File: src/rtl/mips_pkg.sv
// Shared MIPS decode constants and the main-control bundle used by the ID stage.
package mips_pkg;

  localparam logic [5:0] OP_RTYPE = 6'd0;
  localparam logic [5:0] OP_LW    = 6'd35;
  localparam logic [5:0] OP_SW    = 6'd43;
  localparam logic [5:0] OP_BEQ   = 6'd4;

  localparam logic [5:0] FUNC_ADD = 6'd32;
  localparam logic [5:0] FUNC_SUB = 6'd34;
  localparam logic [5:0] FUNC_AND = 6'd36;
  localparam logic [5:0] FUNC_SLL = 6'd0;
  localparam logic [5:0] FUNC_SRL = 6'd2;

  typedef enum logic [1:0] {
    ALUOP_MEM   = 2'b00,
    ALUOP_BEQ   = 2'b01,
    ALUOP_RTYPE = 2'b10
  } alu_op_e;

  typedef struct packed {
    logic    reg_dst;
    logic    alu_src;
    logic    mem_to_reg;
    logic    reg_write;
    logic    mem_read;
    logic    mem_write;
    logic    branch;
    alu_op_e alu_op;
  } ctrl_t;

endpackage

File: src/rtl/main_ctrl_dec.sv
// Main control decoder: opcode -> control bundle plus an illegal-opcode flag.
module main_ctrl_dec
  import mips_pkg::*;
(
  input  logic [5:0] opcode,
  input  logic [4:0] rt,
  input  logic [4:0] rd,
  output ctrl_t      ctrl,
  output logic       illegal
);

  always_comb begin
    // NOTE: every output gets a default before the case so no path can infer a latch.
    ctrl    = '0;
    illegal = 1'b0;
    unique case (opcode)
      OP_RTYPE: begin
        ctrl.reg_dst   = 1'b1;
        ctrl.reg_write = (rd != 5'd0);
        ctrl.alu_op    = ALUOP_RTYPE;
      end
      OP_LW: begin
        ctrl.alu_src    = 1'b1;
        ctrl.mem_to_reg = 1'b1;
        ctrl.reg_write  = (rt != 5'd0);
        ctrl.mem_read   = 1'b1;
        ctrl.alu_op     = ALUOP_MEM;
      end
      OP_SW: begin
        ctrl.alu_src   = 1'b1;
        ctrl.mem_write = 1'b1;
        ctrl.alu_op    = ALUOP_MEM;
      end
      OP_BEQ: begin
        ctrl.branch = 1'b1;
        ctrl.alu_op = ALUOP_BEQ;
      end
      default: illegal = 1'b1;
    endcase
  end

endmodule

File: src/rtl/id_ex_ctrl_stage.sv
// ID stage control decode and ID/EX pipeline register with stall, flush and bubbles.
// Define ID_EX_HAZARD_DETECT_EN to enable load-use hazard detection (id_stall_o).
module id_ex_ctrl_stage
  import mips_pkg::*;
#(
  parameter int DW = 32,
  parameter int RW = 5
) (
  input  logic          clk,
  input  logic          rst_n,
  input  logic          stall_i,
  input  logic          flush_i,
  input  logic [31:0]   instr_i,
  input  logic [DW-1:0] rs_data_i,
  input  logic [DW-1:0] rt_data_i,
  input  logic [DW-1:0] pc4_i,
  output logic          id_stall_o,
  output logic          illegal_o,
  output logic          ex_valid_o,
  output logic [1:0]    ex_alu_op_o,
  output logic [5:0]    ex_func_o,
  output logic [4:0]    ex_shamt_o,
  output logic [DW-1:0] ex_a_o,
  output logic [DW-1:0] ex_b_o,
  output logic [DW-1:0] ex_imm_o,
  output logic [RW-1:0] ex_rs_o,
  output logic [RW-1:0] ex_rt_o,
  output logic [RW-1:0] ex_rd_o,
  output logic [DW-1:0] ex_pc4_o,
  output logic          ex_reg_dst_o,
  output logic          ex_alu_src_o,
  output logic          ex_mem_to_reg_o,
  output logic          ex_reg_write_o,
  output logic          ex_mem_read_o,
  output logic          ex_mem_write_o,
  output logic          ex_branch_o
);

  typedef struct packed {
    logic          valid;
    ctrl_t         ctrl;
    logic [5:0]    func;
    logic [4:0]    shamt;
    logic [DW-1:0] a;
    logic [DW-1:0] b;
    logic [DW-1:0] imm;
    logic [RW-1:0] rs;
    logic [RW-1:0] rt;
    logic [RW-1:0] rd;
    logic [DW-1:0] pc4;
  } stage_t;

  ctrl_t  dec_ctrl;
  logic   dec_illegal;
  stage_t decoded;
  stage_t q;
  logic   illegal_q;

  main_ctrl_dec u_dec (
    .opcode  (instr_i[31:26]),
    .rt      (instr_i[20:16]),
    .rd      (instr_i[15:11]),
    .ctrl    (dec_ctrl),
    .illegal (dec_illegal)
  );

  always_comb begin
    decoded       = '0;
    decoded.valid = 1'b1;
    decoded.ctrl  = dec_ctrl;
    decoded.func  = instr_i[5:0];
    decoded.shamt = instr_i[10:6];
    decoded.a     = rs_data_i;
    decoded.b     = rt_data_i;
    decoded.imm   = {{(DW-16){instr_i[15]}}, instr_i[15:0]};
    decoded.rs    = RW'(instr_i[25:21]);
    decoded.rt    = RW'(instr_i[20:16]);
    decoded.rd    = RW'(instr_i[15:11]);
    decoded.pc4   = pc4_i;
  end

`ifdef ID_EX_HAZARD_DETECT_EN
  // Only R-type, sw and beq actually read rt as a source operand.
  logic uses_rt;
  assign uses_rt = (instr_i[31:26] == OP_RTYPE) || (instr_i[31:26] == OP_SW) ||
                   (instr_i[31:26] == OP_BEQ);
  assign id_stall_o = q.valid && q.ctrl.mem_read && (q.rt != '0) &&
                      ((q.rt == RW'(instr_i[25:21])) ||
                       (uses_rt && (q.rt == RW'(instr_i[20:16]))));
`else
  assign id_stall_o = 1'b0;
`endif

  // An all-zero instruction (sll $0,$0,0) has no effect, so it enters EX as a bubble.
  always_ff @(posedge clk) begin
    if (!rst_n) begin
      q         <= '0;
      illegal_q <= 1'b0;
    end else begin
      // NOTE: non-blocking default first; later branches override it within the same edge.
      illegal_q <= 1'b0;
      if (flush_i) begin
        q <= '0;
      end else if (stall_i) begin
        q <= q;
      end else if (id_stall_o || dec_illegal || (instr_i == '0)) begin
        q         <= '0;
        illegal_q <= dec_illegal && !id_stall_o;
      end else begin
        q <= decoded;
      end
    end
  end

  assign illegal_o       = illegal_q;
  assign ex_valid_o      = q.valid;
  assign ex_alu_op_o     = q.ctrl.alu_op;
  assign ex_func_o       = q.func;
  assign ex_shamt_o      = q.shamt;
  assign ex_a_o          = q.a;
  assign ex_b_o          = q.b;
  assign ex_imm_o        = q.imm;
  assign ex_rs_o         = q.rs;
  assign ex_rt_o         = q.rt;
  assign ex_rd_o         = q.rd;
  assign ex_pc4_o        = q.pc4;
  assign ex_reg_dst_o    = q.ctrl.reg_dst;
  assign ex_alu_src_o    = q.ctrl.alu_src;
  assign ex_mem_to_reg_o = q.ctrl.mem_to_reg;
  assign ex_reg_write_o  = q.ctrl.reg_write;
  assign ex_mem_read_o   = q.ctrl.mem_read;
  assign ex_mem_write_o  = q.ctrl.mem_write;
  assign ex_branch_o     = q.ctrl.branch;

endmodule

File: config.mk
export PLATFORM = sky130hd
export DESIGN_NAME = id_ex_ctrl_stage
export DESIGN_NICKNAME = d
export VERILOG_FILES = /design/src/rtl/mips_pkg.sv /design/src/rtl/main_ctrl_dec.sv /design/src/rtl/id_ex_ctrl_stage.sv
export SDC_FILE = /design/constraint.sdc
export NUM_CORES = 1
export LEC_CHECK = 0
export CAP_MARGIN = 20
export CORE_MARGIN = 2
export CORE_UTILIZATION = 34
export DETAILED_ROUTE_END_ITERATION = 16
export PLACE_DENSITY_LB_ADDON = 0.15
export SYNTH_ARGS = -nofsm -noshare
export SYNTH_HDL_FRONTEND = slang
export SYNTH_SLANG_ARGS = --single-unit
File: constraint.sdc
create_clock -name clk -period 2.3 [get_ports clk]
set_input_delay 0.46 -clock clk [delete_from_list [all_inputs] [get_ports clk]]
set_output_delay 0.46 -clock clk [all_outputs]
set_load 0.1 [all_outputs]
== Yosys cells after proc, flatten, opt, wreduce, memory -nomap -nowiden ==
Cells that the tools add are included.

* Register bits: 165
* Output and inout port bits: 166
* Word-level logic and storage cells: 42
* Bits of input ports: 132

* Equality and inequality tests: 3
* Reductions and logical operators: 9
* Mux-type cells: 9
* Bitwise gates (word level): 2

{| class="wikitable"
|+ Operators with widths
! operator !! count
|-
| 164-bit two-way mux || 1
|-
| 32-bit zero test || 1
|-
| 6-bit equality test (second input constant) || 2
|-
| 5-bit nonzero test || 2
|-
| 4-bit OR reduction || 2
|-
| 6-bit by 3-bit equality test with 1-bit output (second input constant) || 1
|-
| 6-bit zero test || 1
|-
| 1-bit two-way mux || 6
|-
| 2-bit one-hot mux with 2 select lines || 1
|-
| 2-bit OR reduction || 2
|-
| 1-bit inverter || 2
|-
| 1-bit one-hot mux with 2 select lines || 1
|-
| 1-bit logical OR || 1
|}

== Logic depth before layout (Yosys ltp) ==
Gate-level depths: netlist (run 1).

* Word-level depth: 6
* Mapped depth: 7

== By module ==
Synthesis (run 1) repeated with hierarchy kept, for this count alone.

* Cell total of the unflattened synthesis: 361
* Area total of the unflattened synthesis: 4475.5 um^2

{| class="wikitable"
|+ By module, submodules not included
! module !! area each (um^2) !! times used !! cells an instance
|-
| id_ex_ctrl_stage || 4344.2 || 1 || 342
|-
| main_ctrl_dec || 131.4 || 1 || 19
|}

== Least setup slack after synthesis (run 1) ==
OpenSTA, ideal clock, no wires.

* Path kind: input-to-reg
* From: input port instr_i[17]
* To: register q, in the netlist ex_a_o[22]
* Arrival time: 2130 ps
* Path buffers: 2
* Cell stages on the path: 6
* Required time: 2182 ps
* Path slack: 52 ps
* Cell sequence: or4_4 -> or4_4 -> nor3_4 -> buf_6 -> buf_12 -> o21ai_2

* Word-level cells in the longest chain between the ends: 3

{| class="wikitable"
|+ Ends and longest elaborated chain
! element !! line !! text
|-
| start: declaration || id_ex_ctrl_stage.sv:13 || <nowiki>input logic [31:0] instr_i,</nowiki>
|-
| 32-bit zero test || id_ex_ctrl_stage.sv:106 || <nowiki>end else if (id_stall_o || dec_illegal || (instr_i == '0)) begin</nowiki>
|-
| 1-bit logical OR || id_ex_ctrl_stage.sv:106 ||
|-
| 164-bit two-way mux || id_ex_ctrl_stage.sv:106 ||
|-
| end signal: assignment || id_ex_ctrl_stage.sv:105 || <nowiki>q <= q;</nowiki>
|-
| end signal: assignment || id_ex_ctrl_stage.sv:110 || <nowiki>q <= decoded;</nowiki>
|-
| end: declaration || id_ex_ctrl_stage.sv:56 || <nowiki>stage_t q;</nowiki>
|}

No other way between the ends.
A chain may end at the register's enable or synchronous reset.

== Worst setup path after layout (run 1) ==
* From: input port instr_i[12]
* To: register q, in the netlist ex_pc4_o[0]

The elaborated chain is that of the path after synthesis.

==> results.txt, run 1 <==
* Category of the most critical setup path: in -> reg
- Synthesis warning total: 0
- The detailed router put a total of ~6300 um of wire on met1.
* Die Y-Extent: between 100 and 150 um
* Area used by multi-input combinational logic: about 1900 um2
- The worst hold path begins at instr_i[14].
* Crit path from: instr_i[12]
- In this run the core area contains 44 standard-cell rows.
- Routed length per instance: ~15 um
* Unrepaired setup endpoints after global routing: false
- Summed over all failing endpoints, the final setup total negative slack is 0 ns.
- Number of failing hold endpoints at the final stage: 0
- Largest cells by area after synthesis: sky130_fd_sc_hd__dfxtp_1, sky130_fd_sc_hd__nand2_1, sky130_fd_sc_hd__buf_4
* Maximum vdd drop: roughly 0.00045 V
- In this run the critical register-to-register path is launched from ex_imm_o[30].
- The die covers 15,600 um2.
- between 200 and 300 I/O pins were placed.
- Max Cap Violations: 0
- Share of post-route cells with drive strength above 1: between 30% and 40%
- Worst Clk Skew: 0 ns
* Post-Synthesis Mean Instance Area: between 8 and 9 um2
- Sequential Area: 2640 um2
- Final #Nets: approximately 1,000
- Vias per cell: ~4.7
- The biggest area contributor in the post-synthesis netlist is sky130_fd_sc_hd__dfxtp_1.
- Antenna Diode Count: 0
- Synthesis inferred ~130 register bits.
* Critical path launch point type: input pin
* CTS buffer count: 17
- Count of final max-slew check failures: 0
* Routed met3 length: around 1500 um
* Total gr overflow: 0
* Final worst-path cycle share: roughly 97%
* Setup violations, final: 0
* Cell Area, Placed: between 7000 and 8000 um2
- Before CTS, the worst setup slack after placement is -0.468 ns.
* Overall Global Routing Usage: a little under a fifth
- Actual transition at the worst max-transition pin: between 0.5 and 0.6 ns
* Clock latency reported for the late side of the worst-skew pair: just over 0.4 ns
- Once layout is complete, the utilization of the core stands at approximately 61%.
- The count of nets left with antenna violations once routing finished came out at 0.
* Max-slew headroom: a little under two thirds
* DR pass1 iterations: 4
* Period minus WS final: 2.24 ns
* Synthesized net count: ~700
* Area growth syn-to-layout: 75.5%
- Summed over all cells, the static leakage comes to roughly 3.7 nW.
- Total power for the finished layout comes to ~0.0056 W.
- For this design the ratio of total power to cell area is 639 nW/um2.
* Antenna violations before repair: 0
- The detailed router placed between 4,000 and 5,000 vias in this run.
- The cell count after synthesis came out at between 500 and 600.
* Clk buf depth: 2
- The region available for standard cell placement spans 14,400 um2.
* TritonCTS clock tree: yes
* Clock root buffer master: sky130_fd_sc_hd__clkbuf_16
* Cell Chain, Critical Path: clkdlybuf4s50_1 > or4_4 > or4_4 > nor3_4 > buf_12 > buf_12 > clkbuf_16 > o21ai_0
* Top routing layer in use: met4
- Sequential fraction of the synthesis area: between 50% and 60%
- For this design, the sink count on the clock tree is ~130.
- Number of remaining DRC errors: 0
- Number of I/O port buffers: between 200 and 300
- Derived from the worst setup path, the maximum achievable clock frequency is 446 MHz.
- The H-tree was split into 4 levels.
- STA classifies the critical path endpoint as a register.
- Class of the tightest hold or removal check: in -> reg
* Clock-pin slew on the worst setup and hold paths: approximately 0.06 ns
- Along the worst path, the maximum fanout reaches 7.
* Maximum number of pins on one net before global-route repair: 46
- In this design, the stage delay of the slowest critical-path cell is ~0.45 ns.
- Data arrives at the worst endpoint at between 2 and 3 ns.
* Number of global-route vias before repair: roughly 4,700
* Number of inserted filler cells in the final layout: about 1,200
- Summed over its instances, the top area cell type makes up between 50 and 60% of the synthesized netlist area.
- Routed length on met2: approximately 7600 um
* Detailed Route WL: roughly 16,000 um
- Starting utilization of the core area: approximately 35%
* Weighted congestion at the end of routability-driven global placement: 0.806
- In this run, the number of DRC markers left after iteration 0 of detailed routing was approximately 160.
- At the worst endpoint, the required time is ~2.6 ns.
- After synthesis, the netlist uses 34 different library cells.
* Cell area after synthesis: 4980 um2
- Detailed-placement wirelength estimate: roughly 11,000 um
- The floorplan step set the die width to 125 um.
* Run status: finished clean
* Final design area excluding fillers: between 8000 and 9000 um2
- Global-route wire length before repair: between 20,000 and 25,000 um
- After layout, the worst setup slack is a little under 0.06 ns.
- Highest-delay cell along the critical path: sky130_fd_sc_hd__or4_4
Yosys cell counts:
master,number
sky130_fd_sc_hd__nand2_1,195
sky130_fd_sc_hd__dfxtp_1,132
sky130_fd_sc_hd__o21ai_0,52
sky130_fd_sc_hd__buf_4,38
sky130_fd_sc_hd__o21ai_2,30
sky130_fd_sc_hd__a22o_1,26
sky130_fd_sc_hd__clkbuf_1,23
sky130_fd_sc_hd__o21ai_1,15
sky130_fd_sc_hd__a21oi_1,6
sky130_fd_sc_hd__clkbuf_2,6
sky130_fd_sc_hd__nor2_1,6
sky130_fd_sc_hd__nor4_1,5
sky130_fd_sc_hd__buf_2,4
sky130_fd_sc_hd__buf_12,3
sky130_fd_sc_hd__nand3_1,2
sky130_fd_sc_hd__nor3_1,2
sky130_fd_sc_hd__o41ai_1,2
sky130_fd_sc_hd__or3_1,2
sky130_fd_sc_hd__or4_1,2
sky130_fd_sc_hd__or4_4,2
sky130_fd_sc_hd__a2111oi_4,1
sky130_fd_sc_hd__a22o_2,1
sky130_fd_sc_hd__and2_1,1
sky130_fd_sc_hd__buf_6,1
sky130_fd_sc_hd__conb_1,1
sky130_fd_sc_hd__inv_1,1
sky130_fd_sc_hd__nand2b_1,1
sky130_fd_sc_hd__nand4_1,1
sky130_fd_sc_hd__nand4b_1,1
sky130_fd_sc_hd__nor2b_1,1
sky130_fd_sc_hd__nor3_4,1
sky130_fd_sc_hd__nor4b_1,1
sky130_fd_sc_hd__o22ai_1,1
sky130_fd_sc_hd__or4b_2,1
worst max-delay path, delay by kind of cell:
family	cells	cell delay, ns
compound gates	1	0.10
buf+inv	4	0.85
simple gates	3	1.09
routing by layer:
metal	vias up	global-route usage, %
met2	204	30.7
met5	-	0
met3	29	7.83
met4	0	8.24
li1	2443	-
met1	2245	20.7
layout by cell type (no fill, tap or decap), drive strengths merged, types with 5 or more instances in the layout:
cell type / synthesis / layout
buf: 46 / 210
nand2: 195 / 195
dfxtp: 132 / 132
clkdlybuf4s50: 0 / 121
o21ai: 97 / 97
clkbuf: 29 / 31
a22o: 27 / 27
dlymetal6s2s: 0 / 10
a21oi: 6 / 6
nor2: 6 / 6
nor4: 5 / 5
metrics by stage:
stage	hold WS (ns)	instances
after CTS	0.445	1042
after global routing	0.304	1057
after floorplan	0.586	567
final	0.307	1057
after detailed placement	0.438	1010
after global placement	0.433	1010
sequential cells by signal, summed over array words and instances (netlist names), 2 cells and up:
signal and flops:
ex_a_o 32, ex_alu_op_o 2, ex_b_o 32, ex_func_o 5, ex_imm_o 7, ex_pc4_o 32, ex_rs_o 5, ex_rt_o 5
ex_shamt_o 4
power by group:
group	internal, W	total (W)	switching, W
logic	0.000251	0.000454	0.000203
clock network	0.00188	0.00283	0.000950
registers	0.00230	0.00230	0.00000604
total	0.00443	0.00559	0.00116
area by class of cell:
cell class	count	area share, %
clock buffer	20	5.34
clock inverter	9	1.76
inverter	1	0.0429
multi-input combinational	359	21.2
sequential	132	30.2
tap	184	2.63
timing repair buffer	352	38.8
timing repair:
item | CTS | global route
gates cloned | 0 | 13
hold buffers | 0 | 0
setup buffers | 3 | 2
pin swaps | 1 | 5
resized for setup | 0 | 19
setup endpoints to repair | 20 | 71
final timing paths:
| path | end | slack [ns] | cells after the start |
|---|---|---|---|
| hold reg to reg | ex_pc4_o[26] | 0.44 | 2 |
| setup reg to reg | ex_imm_o[30] | 1.36 | 1 |
| hold / removal | ex_imm_o[14] | 0.31 | 2 |
| setup / recovery | ex_pc4_o[0] | 0.06 | 8 |
logic make-up after synthesis:
kind of cell           share of synthesized area, %
AND/OR/NAND/NOR                                18.5
AO/OA/AOI/OAI                                  18.4
flip-flops                                     53.0
buffers and inverters                          9.96
other                                        0.0752
Note: power is estimated with default switching activity, not from simulation.
==> run 2, diff against run 1 <==
--- a/config.mk
+++ b/config.mk
@@ -7,8 +7,9 @@
 export LEC_CHECK = 0
 export CAP_MARGIN = 20
 export CORE_MARGIN = 2
-export CORE_UTILIZATION = 34
+export CORE_UTILIZATION = 38
 export DETAILED_ROUTE_END_ITERATION = 16
+export HOLD_SLACK_MARGIN = 0.06
 export PLACE_DENSITY_LB_ADDON = 0.15
 export SYNTH_ARGS = -nofsm -noshare
 export SYNTH_HDL_FRONTEND = slang
==> constraint.sdc (replaced) <==
create_clock -name clk -period 2.1 [get_ports clk]
set_input_delay 0.42 -clock clk [delete_from_list [all_inputs] [get_ports clk]]
set_output_delay 0.42 -clock clk [all_outputs]
set_load 0.1 [all_outputs]
==> run 2 against run 1 <==
Sequential share of layout area is 0.55 points lower. Sequential power is 9.6% higher. Routed wire length is 6.6% higher. Clock skew stayed put. Total power is 7.1% higher. Die area is 10% lower. Cell count is 1.0% lower. Count of clock-buffer cells in the layout is 2 higher. Worst hold slack worse by 0.063 ns. Highest routed layer is now met5.
==> results.txt, run 2 (synthesis gave the netlist of run 1 again) <==
* Die width: 119 um
- Maximum number of pins on one net before global-route repair: 51
* Global-route wire length before repair: between 20,000 and 30,000 um
- The floorplan step defined a core boundary enclosing between 10,000 and 15,000 um2.
* Required @ worst endpoint: 2.41 ns
- The flow ran to the end, and the final reports show no timing, DRC or antenna violations.
- Most common cell after layout, fill and taps aside: sky130_fd_sc_hd__nand2_1
- Top-level I/O count: roughly 300
* Vias: roughly 5,000
* Vias per cell: around 4.8
- Across the routed clock network, the largest skew measured is 0 ns.
- Number of failing hold endpoints at the final stage: 0
* CTS buffer count: 17
- STA classifies the critical path startpoint as an input pin.
- Starting utilization of the core area: ~40%
- Category of the most critical setup path: in -> reg
- Leakage power: 3.72 nW
* Total power: between 0.005 and 0.006 W
- The number of antenna diodes in the final layout is 0.
* Total negative setup slack: 0 ns
* Hold buffer count at cts: 0
* Max Cap Violations: 0
* Share of post-route cells with drive strength above 1: between 30 and 40%
- Data on the critical path arrives at its endpoint at about 2.4 ns.
* Number of I/O port buffers: between 200 and 300
* Hold_ws: between 0.2 and 0.25 ns
- Max-slew headroom: 65.3%
- Die Y-Extent: 119 um
* H-tree levels: 4
- Final #Nets: ~990
* Antenna violations before repair: 1
- Drt first-iter violations: 220
- Clock latency reported for the late side of the worst-skew pair: 0.42 ns
* Area growth syn-to-layout: 78.7%
* Clock tree sinks: between 100 and 150
- Area of the die: ~14,000 um2
- Maximum vdd drop: 0.000468 V
* Clock root buffer master: sky130_fd_sc_hd__clkbuf_16
* Final setup margin: ~0.037 ns
* Worst slack at placement: -0.609 ns
- Setup violations remaining at the end of the flow were counted as 0.
- Most frequent cells in the layout: sky130_fd_sc_hd__nand2_1, sky130_fd_sc_hd__buf_4, sky130_fd_sc_hd__dfxtp_1
- Dividing total power by cell area gives a power density of about 670 nW/um2.
- Once detail routing completed, the nets flagged for antenna violations numbered 0.
- At the pin with the least slew margin, the transition time is about 0.52 ns.
- After clock tree synthesis, the clock-pin slew on the worst setup and hold paths is 0.06 ns.
- Standard-cell row count: 41
* Number of global-route vias before repair: around 4,900
- Biggest fanout along the worst timing path: 12
- Counting along the longest clock path gives a buffer depth of 2.
* DR pass1 iterations: 4
* Class of the tightest hold or removal check: in -> reg
- The congestion estimate from routability-driven global placement came to roughly 0.77.
* Detailed Route WL: roughly 17,000 um
- TritonCTS built the clock tree.
- After detailed routing, the average wire length per cell comes to 16.1 um.
- Setup repair after global routing left no endpoint under its margin.
- After layout, the minimum clock period comes to roughly 2.1 ns.
- For this run, design rule violations remaining after detail routing come to 0.
- Final worst-path cycle share: between 90 and 100%
- Max Clk Rate: between 400 and 500 MHz
- The worst setup path is captured at a register.
* Overall Global Routing Usage: a little under a quarter
* Total gr overflow: 0
* Post-layout utilization of the core: between 70% and 80%
- Count of final max-slew check failures: 0
- The wire-length estimate of the detail-placed layout is between 10,000 and 15,000 um.
-- run 2: changes by cell type in the layout (fill, tap and decap cells not counted), sizes merged --
cell and change:
clkdlybuf4s15 +2, clkinv +1, clkbuf -6, buf +10, dlygate4sd2 +6, bufinv -1, clkdlybuf4s50 -2, dlymetal6s2s -9
-- run 2: what timing repair did --
| item | 4_1_cts | 5_1_grt |
|---|---|---|
| pin swaps | 5 | 5 |
| gates cloned | 8 | 2 |
| endpoints found under the hold margin | 0 | 0 |
| setup endpoints to repair | 98 | 94 |
| setup buffers | 12 | 0 |
| gates resized for setup | 62 | 8 |
-- run 2: worst paths after layout --
check                                  start      endpoint  slack [ns]  cells after the start
worst max-delay path             instr_i[17]    ex_b_o[18]        0.04                      9
worst max register to register  ex_imm_o[30]  ex_imm_o[30]        1.08                      2
worst min-delay path             instr_i[20]    ex_rt_o[4]        0.24                      2
worst min register to register     ex_a_o[5]     ex_a_o[5]        0.44                      2
-- run 2: power by group --
group	switching (W)	leakage, nW	internal (W)
clock	0.00105	0.286	0.00192
combinational	0.000225	2.37	0.000273
sequential	0.00000648	1.06	0.00252
total	0.00128	3.72	0.00471
-- run 2: through the flow --
| stage | std cells | instance area [um2] |
|---|---|---|
| finish | 1046 | 8910 |
| global route | 1046 | 8910 |
| CTS | 1047 | 8910 |
| detailed placement | 996 | 7900 |
| global placement | 996 | 7900 |
| floorplan | 567 | 4990 |
-- run 2: routing by layer --
layer	GRT usage [%]	vias to the layer above	wire length (um)
li1	-	2451	-
met1	25.1	2339	6170
met2	42.3	197	8750
met3	9.56	28	1490
met4	9.45	2	367
met5	0	-	13
-- run 2: cell type report --
type	instances	area, um2
Clock inverter	9	129
Inverter	1	3.75
Clock buffer	22	464
Fill cell	988	3810
Tap cell	172	215
Multi-Input combinational cell	359	1890
Timing Repair Buffer	351	3560
Sequential cell	132	2640
-- run 2: worst max-delay path: stages --
cell,delay (ns)
sky130_fd_sc_hd__dlygate4sd2_1,0.24
sky130_fd_sc_hd__or4_4,0.42
sky130_fd_sc_hd__or4_4,0.55
sky130_fd_sc_hd__nor3_4,0.16
sky130_fd_sc_hd__buf_12,0.15
sky130_fd_sc_hd__buf_4,0.11
sky130_fd_sc_hd__buf_12,0.09
sky130_fd_sc_hd__buf_16,0.14
sky130_fd_sc_hd__o21ai_2,0.06
==> run 3, diff against run 2 <==
--- a/config.mk
+++ b/config.mk
@@ -5,7 +5,9 @@
 export SDC_FILE = /design/constraint.sdc
 export NUM_CORES = 1
 export LEC_CHECK = 0
+export ABC_CLOCK_PERIOD_IN_PS = 2100
 export CAP_MARGIN = 20
+export CORE_ASPECT_RATIO = 2
 export CORE_MARGIN = 2
 export CORE_UTILIZATION = 38
 export DETAILED_ROUTE_END_ITERATION = 16
==> run 3 against run 2 <==
Sequential cell count is the same. Critical endpoint is now ex_a_o[22]. Count of clock-buffer cells in the layout shrank 3. Core utilization shrank 0.71 points. Die area grew 0.39%. Global-route usage shrank 0.39 points. Sequential share of layout area shrank 0.15 points. Maximum frequency grew 1.2%. Register-to-register slack gained 0.35 ns. Non-clock buffer count grew 12. Worst hold slack lost 0.0041 ns. Combinational power grew 1%.
==> results.txt, run 3 (synthesis gave the netlist of run 1 again) <==
- The library cells used most frequently in the layout, excluding fill and tap cells, are sky130_fd_sc_hd__nand2_1, sky130_fd_sc_hd__buf_4, sky130_fd_sc_hd__dfxtp_1.
* Standard-cell row count: 59
- Required @ worst endpoint: between 2 and 2.5 ns
* Antenna violations before repair: 0
- The via count of the first global-routing pass is around 5,300.
- Total power: between 0.006 and 0.007 W
- The die covers roughly 14,000 um2.
- Clock tree sinks: approximately 130
- Clock-pin slew on the worst setup and hold paths: approximately 0.060 ns
- For this run, the total global-route usage over all layers was measured as 23.5%.
- Period minus WS final: approximately 2.0 ns
- Run status: finished clean
- Entering global routing, the biggest net connects 55 pins.
- TritonCTS built the clock tree.
* Core region area: 12,900 um2
- Worst Clk Skew: 0 ns
- Vias: about 5,000
- Most common cell after layout, fill and taps aside: sky130_fd_sc_hd__nand2_1
- Top-level I/O count: between 200 and 300
- Across the run, the number of max-cap violations was 0.
* Count of final max-slew check failures: 0
- Once the floorplan was initialized, standard cells occupied 38.6% of the core.
- The worst hold path was traced through 2 stages.
* Antenna Diode Count: 0
- Final worst-path cycle share: between 90% and 100%
* Clock root buffer master: sky130_fd_sc_hd__clkbuf_16
- Area growth syn-to-layout: 79.6%
* Final #Nets: 1,006
- Number of failing hold endpoints at the final stage: 0
* Delay of the slowest cell on the worst path: between 0.5 and 0.6 ns
- Power density over cell area: roughly 700 nW/um2
* Vias per cell: slightly below 5
* Worst r2r path cells: 2
- In the final layout, the share of cells above drive strength 1 is a little over a third.
- H-tree levels: 4
- Clk buf depth: 2
- Clock latency reported for the late side of the worst-skew pair: ~0.4 ns
- Worst EP arrival: ~2.4 ns
* Leakage power: 3.78 nW
* Detailed Route WL: approximately 17,000 um
- Maximum vdd drop: around 0.00059 V
* Category of the most critical setup path: in -> reg
* CP Capture Type: register
- Max Clk Rate: 490 MHz
* DR pass1 iterations: 4
* Antenna Violating Nets Remaining: 0
* Class of the tightest hold or removal check: in -> reg
* Final Non-Filler Cells: just over 1,000
- Cell occurring most often along the worst timing path: sky130_fd_sc_hd__buf_12
- Setup violations remaining at the end of the flow were counted as 0.
- Along the worst path, the maximum fanout reaches 8.
- Post-placement cell count: between 900 and 1,000
- Weighted congestion at the end of routability-driven global placement: approximately 0.85
- The number of clock buffers added by TritonCTS is 17.
- The die is approximately 170 um tall.
- The HPWL after detailed placement is approximately 13,000 um.
- For this run, design rule violations remaining after detail routing come to 0.
- The critical path goes through dlygate4sd2_1 > or4_4 > buf_6 > a2111oi_4 > buf_4 > buf_12 > buf_12 > buf_16 > nand2_1 > o21ai_2.
- Among all stages on the critical path, the largest delay is contributed by sky130_fd_sc_hd__or4_4.
- Buffers placed on the I/O ports in this run total between 200 and 300.
* Total gr overflow: 0
- STA classifies the critical path startpoint as an input pin.
* Global-route wire length before repair: 26,000 um
* Die width: ~85 um
- After detailed routing, the average wire length per cell comes to between 15 and 20 um.
- Unrepaired setup endpoints after global routing: false
- Drt first-iter violations: about 160
-- run 3: cell count changes in the layout (fill, tap and decap cells not counted), moves of 2 or more --
cell,previous run,this run
sky130_fd_sc_hd__buf_16,10,4
sky130_fd_sc_hd__buf_4,176,182
sky130_fd_sc_hd__buf_6,1,10
sky130_fd_sc_hd__buf_8,1,3
sky130_fd_sc_hd__clkbuf_1,3,1
sky130_fd_sc_hd__clkbuf_2,1,3
sky130_fd_sc_hd__clkinv_2,3,1
sky130_fd_sc_hd__dlygate4sd2_1,6,4
sky130_fd_sc_hd__inv_6,0,5
sky130_fd_sc_hd__o21ai_0,26,18
sky130_fd_sc_hd__o21ai_1,37,46
-- run 3: stage by stage --
step | utilization, % | instance area (um2) | hold slack (ns) | TNS (ns) | setup slack [ns]
floorplan | - | 4990 | 0.546 | -1.71 | -0.0580
global placement | 61.5 | 7950 | 0.433 | -60.92 | -0.541
detailed placement | 61.5 | 7950 | 0.438 | -64.36 | -0.590
CTS | 69.1 | 8930 | 0.227 | 0 | 0.000782
global route | 69.3 | 8950 | 0.238 | 0 | 0.00303
finish | 69.3 | 8950 | 0.240 | 0 | 0.0606
-- run 3: worst paths after layout --
path                      to             from  slack [ns]
max               ex_a_o[22]      instr_i[27]        0.06
min               ex_rt_o[3]      instr_i[19]        0.24
max reg2reg  ex_mem_to_reg_o  ex_mem_to_reg_o        1.43
min reg2reg       ex_b_o[23]       ex_b_o[23]        0.44
-- run 3: timing repair --
item	CTS	global route
gates resized for setup	66	34
setup buffers	14	1
hold buffers	0	0
gates cloned	6	3
endpoints found under the setup margin	110	102
pin swaps	13	9
-- run 3: worst max-delay path, delay by kind of cell --
family / cells / cell delay, ns
simple gates: 2 / 0.61
compound gates: 2 / 0.43
buf+inv: 6 / 0.91
-- run 3: cell type report --
class                      count  area (um2)
clock inverter                13         193
inverter                       1        3.75
clock buffer                  19         443
fill                        1018        3970
tap                          152         190
sequential                   132        2640
multi-input combinational    359        1890
timing repair buffer         363        3590
-- run 3: power by group --
group,internal [W],switching (W),leakage (nW)
logic,0.000274,0.000231,2.42
clock network,0.00204,0.00115,0.305
registers,0.00252,0.00000673,1.06
total,0.00483,0.00139,3.78
-- run 3: per-layer routing --
metal / vias up / share of wire (%) / track usage [%]
li1: 2480 / - / -
met5: - / 0 / 0
met4: 0 / 4.6 / 13.1
met1: 2381 / 34 / 23.8
met3: 50 / 7.1 / 6.11
met2: 232 / 54 / 42.3
